$ cat src/rtl/alu_4bit_if.sv
// Operand/result bundle for the 4-bit ALU.
// master drives A, B, OP_SEL and receives Y, Carry (and Zero, Negative,
// Overflow when ALU_4BIT_FLAGS_EN is defined); slave is the ALU side.
interface alu_4bit_if;
    logic [3:0] A;
    logic [3:0] B;
    logic [3:0] OP_SEL;
    logic [3:0] Y;
    logic       Carry;
`ifdef ALU_4BIT_FLAGS_EN
    logic       Zero;
    logic       Negative;
    logic       Overflow;

    modport master (
        output A, B, OP_SEL,
        input  Y, Carry, Zero, Negative, Overflow
    );
    modport slave (
        input  A, B, OP_SEL,
        output Y, Carry, Zero, Negative, Overflow
    );
`else
    modport master (
        output A, B, OP_SEL,
        input  Y, Carry
    );
    modport slave (
        input  A, B, OP_SEL,
        output Y, Carry
    );
`endif
endinterface

$ cat src/rtl/alu_4bit.sv
// Registered 4-bit ALU: 16 operations, one result per clock, latency 1.
// Ports: clk, rst (sync, active-high), bus (alu_4bit_if.slave: A, B,
// OP_SEL in; Y, Carry out). Define ALU_4BIT_FLAGS_EN to add the
// registered Zero, Negative and Overflow status flags.
module alu_4bit (
    input logic       clk,
    input logic       rst,
    alu_4bit_if.slave bus
);
    localparam logic [3:0] OP_ADD  = 4'd0;
    localparam logic [3:0] OP_SUB  = 4'd1;
    localparam logic [3:0] OP_INC  = 4'd2;
    localparam logic [3:0] OP_DEC  = 4'd3;
    localparam logic [3:0] OP_AND  = 4'd4;
    localparam logic [3:0] OP_OR   = 4'd5;
    localparam logic [3:0] OP_XOR  = 4'd6;
    localparam logic [3:0] OP_NOTA = 4'd7;
    localparam logic [3:0] OP_NAND = 4'd8;
    localparam logic [3:0] OP_NOR  = 4'd9;
    localparam logic [3:0] OP_XNOR = 4'd10;
    localparam logic [3:0] OP_SHL  = 4'd11;
    localparam logic [3:0] OP_SHR  = 4'd12;
    localparam logic [3:0] OP_ROL  = 4'd13;
    localparam logic [3:0] OP_ROR  = 4'd14;
    localparam logic [3:0] OP_CMP  = 4'd15;

    logic [3:0] a;
    logic [3:0] b;

    // 5-bit sums: bit 4 is carry-out for add/inc, borrow for sub/dec
    logic [4:0] add_w;
    logic [4:0] sub_w;
    logic [4:0] inc_w;
    logic [4:0] dec_w;

    logic [3:0] y_d;
    logic [3:0] y_q;
    logic       carry_d;
    logic       carry_q;

    assign a = bus.A;
    assign b = bus.B;

    assign add_w = {1'b0, a} + {1'b0, b};
    assign sub_w = {1'b0, a} - {1'b0, b};
    assign inc_w = {1'b0, a} + 5'd1;
    assign dec_w = {1'b0, a} - 5'd1;

    always_comb begin
        y_d     = 4'h0;
        carry_d = 1'b0;
        unique case (bus.OP_SEL)
            OP_ADD: begin
                y_d     = add_w[3:0];
                carry_d = add_w[4];
            end
            OP_SUB: begin
                y_d     = sub_w[3:0];
                carry_d = sub_w[4];
            end
            OP_INC: begin
                y_d     = inc_w[3:0];
                carry_d = inc_w[4];
            end
            OP_DEC: begin
                y_d     = dec_w[3:0];
                carry_d = dec_w[4];
            end
            OP_AND:  y_d = a & b;
            OP_OR:   y_d = a | b;
            OP_XOR:  y_d = a ^ b;
            OP_NOTA: y_d = ~a;
            OP_NAND: y_d = ~(a & b);
            OP_NOR:  y_d = ~(a | b);
            OP_XNOR: y_d = ~(a ^ b);
            OP_SHL: begin
                y_d     = {a[2:0], 1'b0};
                carry_d = a[3];
            end
            OP_SHR: begin
                y_d     = {1'b0, a[3:1]};
                carry_d = a[0];
            end
            OP_ROL: begin
                y_d     = {a[2:0], a[3]};
                carry_d = a[3];
            end
            OP_ROR: begin
                y_d     = {a[0], a[3:1]};
                carry_d = a[0];
            end
            OP_CMP: begin
                y_d = {1'b0, (a < b), (a > b), (a == b)};
            end
            default: begin
                y_d     = 4'h0;
                carry_d = 1'b0;
            end
        endcase
    end

    always_ff @(posedge clk) begin
        if (rst) begin
            y_q     <= 4'h0;
            carry_q <= 1'b0;
        end else begin
            y_q     <= y_d;
            carry_q <= carry_d;
        end
    end

    assign bus.Y     = y_q;
    assign bus.Carry = carry_q;

`ifdef ALU_4BIT_FLAGS_EN
    logic zero_d;
    logic zero_q;
    logic neg_d;
    logic neg_q;
    logic ovf_d;
    logic ovf_q;

    // Signed overflow: operands agree in sign (add) or differ (sub)
    // and the result sign departs from A. Inc/dec only wrap at 7/8.
    always_comb begin
        zero_d = (y_d == 4'h0);
        neg_d  = y_d[3];
        ovf_d  = 1'b0;
        unique case (bus.OP_SEL)
            OP_ADD:  ovf_d = (a[3] == b[3]) && (add_w[3] != a[3]);
            OP_SUB:  ovf_d = (a[3] != b[3]) && (sub_w[3] != a[3]);
            OP_INC:  ovf_d = (a == 4'h7);
            OP_DEC:  ovf_d = (a == 4'h8);
            default: ovf_d = 1'b0;
        endcase
    end

    always_ff @(posedge clk) begin
        if (rst) begin
            zero_q <= 1'b0;
            neg_q  <= 1'b0;
            ovf_q  <= 1'b0;
        end else begin
            zero_q <= zero_d;
            neg_q  <= neg_d;
            ovf_q  <= ovf_d;
        end
    end

    assign bus.Zero     = zero_q;
    assign bus.Negative = neg_q;
    assign bus.Overflow = ovf_q;
`endif

endmodule

$ cat src/flat_wrapper.sv
// flat-port wrapper written by rule: the top's interface ports become plain ports
module alu_4bit_flat 
  (clk, rst, bus_A, bus_B, bus_OP_SEL, bus_Y, bus_Carry);
  alu_4bit_if bus_i ();
  input logic clk;
  input logic rst;
  input wire logic [$bits(bus_i.A)-1:0] bus_A;
  input wire logic [$bits(bus_i.B)-1:0] bus_B;
  input wire logic [$bits(bus_i.OP_SEL)-1:0] bus_OP_SEL;
  output wire logic [$bits(bus_i.Y)-1:0] bus_Y;
  output wire logic [$bits(bus_i.Carry)-1:0] bus_Carry;
  assign bus_i.A = bus_A;
  assign bus_i.B = bus_B;
  assign bus_i.OP_SEL = bus_OP_SEL;
  assign bus_Y = bus_i.Y;
  assign bus_Carry = bus_i.Carry;
  alu_4bit u_core (.clk(clk), .rst(rst), .bus(bus_i));
endmodule
$ cat config.mk
export PLATFORM = sky130hd
export DESIGN_NAME = alu_4bit_flat
export DESIGN_NICKNAME = d
export VERILOG_FILES = /design/src/rtl/alu_4bit_if.sv /design/src/rtl/alu_4bit.sv /design/src/flat_wrapper.sv
export SDC_FILE = /design/constraint.sdc
export NUM_CORES = 1
export LEC_CHECK = 0
export ABC_AREA = 1
export CAP_MARGIN = 20
export CORE_ASPECT_RATIO = 1.4
export CORE_MARGIN = 1
export CORE_UTILIZATION = 55
export CTS_BUF_LIST = sky130_fd_sc_hd__clkbuf_4
export DETAILED_ROUTE_END_ITERATION = 10
export PLACE_DENSITY = 0.82
export SYNTH_ARGS = -nofsm -noshare
export SYNTH_HDL_FRONTEND = slang
export SYNTH_SLANG_ARGS = --single-unit
$ cat constraint.sdc
create_clock -name clk -period 2.3 [get_ports clk]
set_clock_uncertainty 0.1 [all_clocks]
set_input_delay 0.46 -clock clk [delete_from_list [all_inputs] [get_ports clk]]
set_output_delay 0.46 -clock clk [all_outputs]
set_load 0.005 [all_outputs]
==> results of run 1 <==
==> cells in the final DEF (no fill, tap or decap) <==
master and count:
dfxtp_1 5, nand3_1 15, inv_1 35, nand4_1 8
nor2_2 1, o211ai_1 2, ha_1 13, clkbuf_4 4
fa_1 1, o31ai_1 1, ha_2 1, and3_1 1
nand3b_1 2, buf_4 19, o21ai_0 9, dlymetal6s2s_1 2
inv_2 3, nor2_1 40, o21bai_1 1, a21oi_1 8
nand2_1 74, clkdlybuf4s50_1 16, fa_2 1
==> flip-flops by register name (all words and copies together) (netlist names) <==
register / flops
u_core.bus.Y: 4
u_core.bus.Carry: 1
==> per-stage QoR <==
step,power (mW),setup WS [ns]
after global routing,0.4960,0.05380
after detailed placement,0.3400,-0.1455
after floorplan,0.2230,0.3996
after global placement,0.3349,-0.1322
after CTS,0.4535,0.08480
final,0.4557,0.1923
==> per-layer routing <==
| metal | wire length, um | vias up | part of all wire [%] |
|---|---|---|---|
| li1 | - | 780 | - |
| met1 | 1326 | 690 | 37 |
| met2 | 1763 | 116 | 49 |
| met3 | 348 | 21 | 9.7 |
| met4 | 162 | 0 | 4.5 |
| met5 | 0 | - | 0 |
==> worst min-delay path by stage <==
stage | start | to | slack, ns | depth (start not counted)
floorplan | rst | u_core.bus.Carry | 0.43 | 1
global placement | rst | u_core.bus.Carry | 0.93 | 2
detailed placement | rst | u_core.bus.Carry | 0.95 | 2
CTS | rst | u_core.bus.Carry | 0.71 | 2
global route | rst | u_core.bus.Carry | 0.72 | 2
finish | rst | u_core.bus.Carry | 0.72 | 2
==> power breakdown <==
group	switching (mW)	internal [mW]	total (mW)
Sequential	0.00214	0.0955	0.0977
Clock	0.0331	0.0772	0.110
Combinational	0.137	0.111	0.248
==> final cells by class <==
| class | count | area (um2) | area share [%] |
|---|---|---|---|
| Clock buffer | 4 | 30.03 | 1.946 |
| Inverter | 38 | 142.6 | 9.246 |
| Multi-Input combinational cell | 178 | 915.9 | 59.37 |
| Sequential cell | 5 | 100.1 | 6.488 |
| Tap cell | 21 | 26.28 | 1.703 |
| Timing Repair Buffer | 37 | 327.8 | 21.25 |
==> logic make-up (layout without fill, tap and decap cells) <==
group	after synthesis	count (layout)	share of synthesized area (%)
flops	5	5	8.621
compound gates	21	21	9.914
simple gates	141	141	49.78
buf+inv	40	79	13.15
fa+ha+maj	16	16	18.53
==> timing repair <==
item | 4_1_cts | 5_1_grt
buffers inserted | 0 | 0
gates resized for setup | 0 | 7
setup endpoints to repair | 0 | 1
==> flow_summary.ini, run 1 <==
[sta]
drv_slew = 0
finalSetupViolations = 0
fin_tns_setup_ns = 0
timing.fmax_mhz = 474.4
holdWs_ns = 0.7204
hold_viol = 0
rsz0062_at_grt = no
slew-limit-headroom_pct = 75.76
fin_crit_sh_pct = 91.64
finalCriticalPeriod_ns = 2.108
tightest_slew_ns = 0.3622

[worst_setup_path]
crit_cells = 13
end_kind = register
path_cells = clkdlybuf4s50_1, inv_1, ha_1, buf_4, nor2_1, nand2_1, nand2_1, nand2_1, o21ai_0, nand2_1, nand2_1, inv_1, a21oi_1
crit_type = primary input to register
required_ns = 2.37
crit_fanout = 4
critical_path.top_delay_family = buffers and inverters
cp-startpoint = bus_B[2]
critPathMaxStageDelay_ns = 0.48
cp_num_buf_inv = 4
arrival_ns = 2.18
path_common_cell = nand2_1
crit_end = u_core.bus.Y[3]
start_kind = primary input
cp_slowest_cell = clkdlybuf4s50_1

[routing]
final_antenna_net_count = 0
drt_iter0_markers = 93
drc = 0
dr.pass1.iters = 6
wl_um = 3601
wl_per_cell_um = 12.72
num_vias = 1607
post_drt_via_cell_ratio = 5.678

[global_routing]
met2_usage_pct = 57.59
use_met1_pct = 43.77
grt_util_all_layers_pct = 35.21
gr-total-overflow = 0
first_global_vias = 1440
grt_use_met3_pct = 2.767
gr-max-usage-layer = met2
grt_max_degree = 10
antenna_found_initial = 0
grt_pass1_wl_um = 5851

[place]
place.gp.congestion = 1.094
hpwl_um = 3043
dpl_cell_area_um2 = 1500
dp_cells = 279
port-buffer-count = 18

[power]
power_density_nw_per_um2 = 295.4
leakagePower_nw = 0.8609
max-vdd-ir-drop_mv = 0.1718

[layout]
finalInstanceArea_um2 = 1543
diodes = 0
fillers = 171
areaGrowthSynthToFinish_pct = 32.87
nets = 293
final_core_util_pct = 78.19
drive_gt1_share_pct = 11.07
final_cells = 283

[floorplanning]
io-pin-count = 19
start_util_pct = 58.85
die_w_um = 40.83
die-area_um2 = 2301
die_h_um = 56.37
rows = 19
core_um2 = 1973

[synthesis]
yosys.cell_count.top_type = nand2_1
synth.ff_latch_count = 5
ys.flop_type = dfxtp_1
netlist_area_um2 = 1161
syn_inst = 223
synth_edf_count = 0
yosys-top-cells-area = nand2_1, ha_1, nor2_1
synth_top_area_share_pct = 23.92
synthTopCellsByCount = nand2_1, nor2_1, inv_1
synth_top_cell_by_area = nand2_1
avgSynthCellArea_um2 = 5.207
synth_fp_nets = 253
ys_types = 17
async_reset_ff_share_pct = 0
synth_warnings = 0
seq_area_frac_synth_pct = 8.621

[worst_hold_path]
hp-class = primary input to register

[clock_tree]
cts_hold_buf = 0
cts_max_path_buffers = 2
cts_buffers = 3
cts_root_buf = clkbuf_4
htreeDepth = 1
path_clk_slew_ns = 0.04
tritoncts = done
cts_sinks = 5

[flow_run]
maxCapViolations = 0

[status]
status = finished, final reports clean
Note: power is estimated with default switching activity, not from simulation.
==> inputs of run 2 (changes only) <==
HOLD_SLACK_MARGIN = 0.03   (was not set)
==> results of run 2 <==
The final DEF is identical to that of run 1; final timing and power are the same.
==> inputs of run 3 (changes only) <==
MAX_ROUTING_LAYER = met4   (was not set)
==> run 3 against run 2 <==
Net effect: die area unchanged; core utilization grew 0.63 points; first-iteration DRC count down 2.2%; critical path depth shrank 1; design area increased by 0.81%; sequential share of layout area decreased by 0.052 points; routed wire length rose by 1.3%; critical path type unchanged; critical endpoint is now u_core.bus.Y[2]; largest power group unchanged.
==> flow_summary.ini, run 3 (same netlist as run 1, synthesis figures left out) <==
[power]
p_seq_share_pct = 21.1
p_sw_mw = 0.1757
max-vdd-ir-drop_mv = 0.1787
pwr-share-clk_pct = 24.5
p_sw_share_pct = 38.04
p_int_mw = 0.2862
power_density_nw_per_um2 = 296.9
leakagePower_nw = 0.8724
comb_power_share_pct = 54.4

[worst_setup_path]
critPathMaxStageDelay_ns = 0.55
crit_fanout = 5
required_ns = 2.34
crit_type = primary input to register
path_cells = clkdlybuf4s50_1, inv_1, buf_4, ha_1, nand2_1, nand2_1, nand2_1, nand3_1, nor2_1, nand4_1, nand2_1, inv_1
path_common_cell = nand2_1
end_kind = register
cp_num_buf_inv = 4
start_kind = primary input
critical_path.top_delay_family = buffers and inverters
cp_slowest_cell = clkdlybuf4s50_1
arrival_ns = 2.15

[routing]
wl_per_cell_um = 12.80
post_drt_via_cell_ratio = 5.537
drt_iter0_markers = 91
drc = 0
num_vias = 1578
dr.pass1.iters = 7
wl_um = 3647
final_antenna_net_count = 0

[worst_hold_path]
hp-class = primary input to register

[sta]
timing.fmax_mhz = 473.3
tightest_slew_ns = 0.3729
fin_tns_setup_ns = 0
finalCriticalPeriod_ns = 2.113
drv_slew = 0
fin_crit_sh_pct = 91.87
holdWs_ns = 0.6905
rsz0062_at_grt = no
slew-limit-headroom_pct = 75.05
hold_viol = 0
finalSetupViolations = 0

[global_routing]
grt_max_degree = 10
grt_util_all_layers_pct = 36.85
gr-total-overflow = 0
first_global_vias = 1460
grt_pass1_wl_um = 5989
antenna_found_initial = 0

[status]
status = finished, final reports clean

[layout]
fillers = 145
nets = 295
largest_reg_flops = 4
final_cell_mix = nand2_1, nor2_1, inv_1
final_cells = 285
areaGrowthSynthToFinish_pct = 33.94
drive_gt1_share_pct = 10.98
layout_commonest_cell = nand2_1
diodes = 0

[clock_tree]
cts_sinks = 5
cts_buffers = 3
cts_setup_buffers = 0
path_clk_slew_ns = 0.04
htreeDepth = 1
cts_max_path_buffers = 2
tritoncts = done
cts_root_buf = clkbuf_4
cts_hold_buf = 0
cts.repair.resized = 0

[floorplanning]
io-pin-count = 19
start_util_pct = 58.85
die_w_um = 40.83
core_um2 = 1973
die_h_um = 56.37
rows = 19
die-area_um2 = 2301

[place]
hpwl_um = 3109
dp_cells = 281
place.gp.congestion = 1.093
port-buffer-count = 18

[flow_run]
maxCapViolations = 0
## run 3: changes by cell type in the layout (fill, tap and decap cells not counted), sizes merged
cell | before | now
buf | 19 | 21
## run 3: final cells by class
class / instances / area (um2) / area share [%]
multi-input combinational: 178 / 913.4 / 58.73
inverter: 38 / 142.6 / 9.171
timing repair buffer: 39 / 342.8 / 22.04
tap: 21 / 26.28 / 1.689
sequential: 5 / 100.1 / 6.436
clock buffer: 4 / 30.03 / 1.931
## run 3: stage by stage
step	instance area [um2]	setup slack, ns	util [%]	total power, mW
6_report	1555	0.1871	78.82	0.4618
5_1_grt	1555	0.05305	78.82	0.4990
4_1_cts	1545	0.07728	78.31	0.4601
3_5_place_dp	1515	-0.1664	76.79	0.3438
3_3_place_gp	1515	-0.1382	76.79	0.3365
2_1_floorplan	1161	0.3996	-	0.2230
## run 3: final timing paths
kind | endpoint | startpoint | slack (ns) | cells past startpoint
worst max-delay path | u_core.bus.Y[2] | bus_A[1] | 0.19 | 12
worst min-delay path | u_core.bus.Carry | rst | 0.69 | 2
## run 3: per-layer routing
layer / GRT usage, % / wire [um]
met4: 18.57 / 79
met5: - / 0
met1: 41.42 / 1379
met2: 59.15 / 1866
met3: 5.138 / 322
## run 3: power by group through the flow
stage	clock (mW)	combinational (mW)	sequential, mW
3_5_place_dp	0	0.245	0.0992
4_1_cts	0.117	0.245	0.0976
3_3_place_gp	0	0.237	0.0992
5_1_grt	0.122	0.278	0.0990
6_report	0.113	0.251	0.0974
2_1_floorplan	0	0.123	0.100
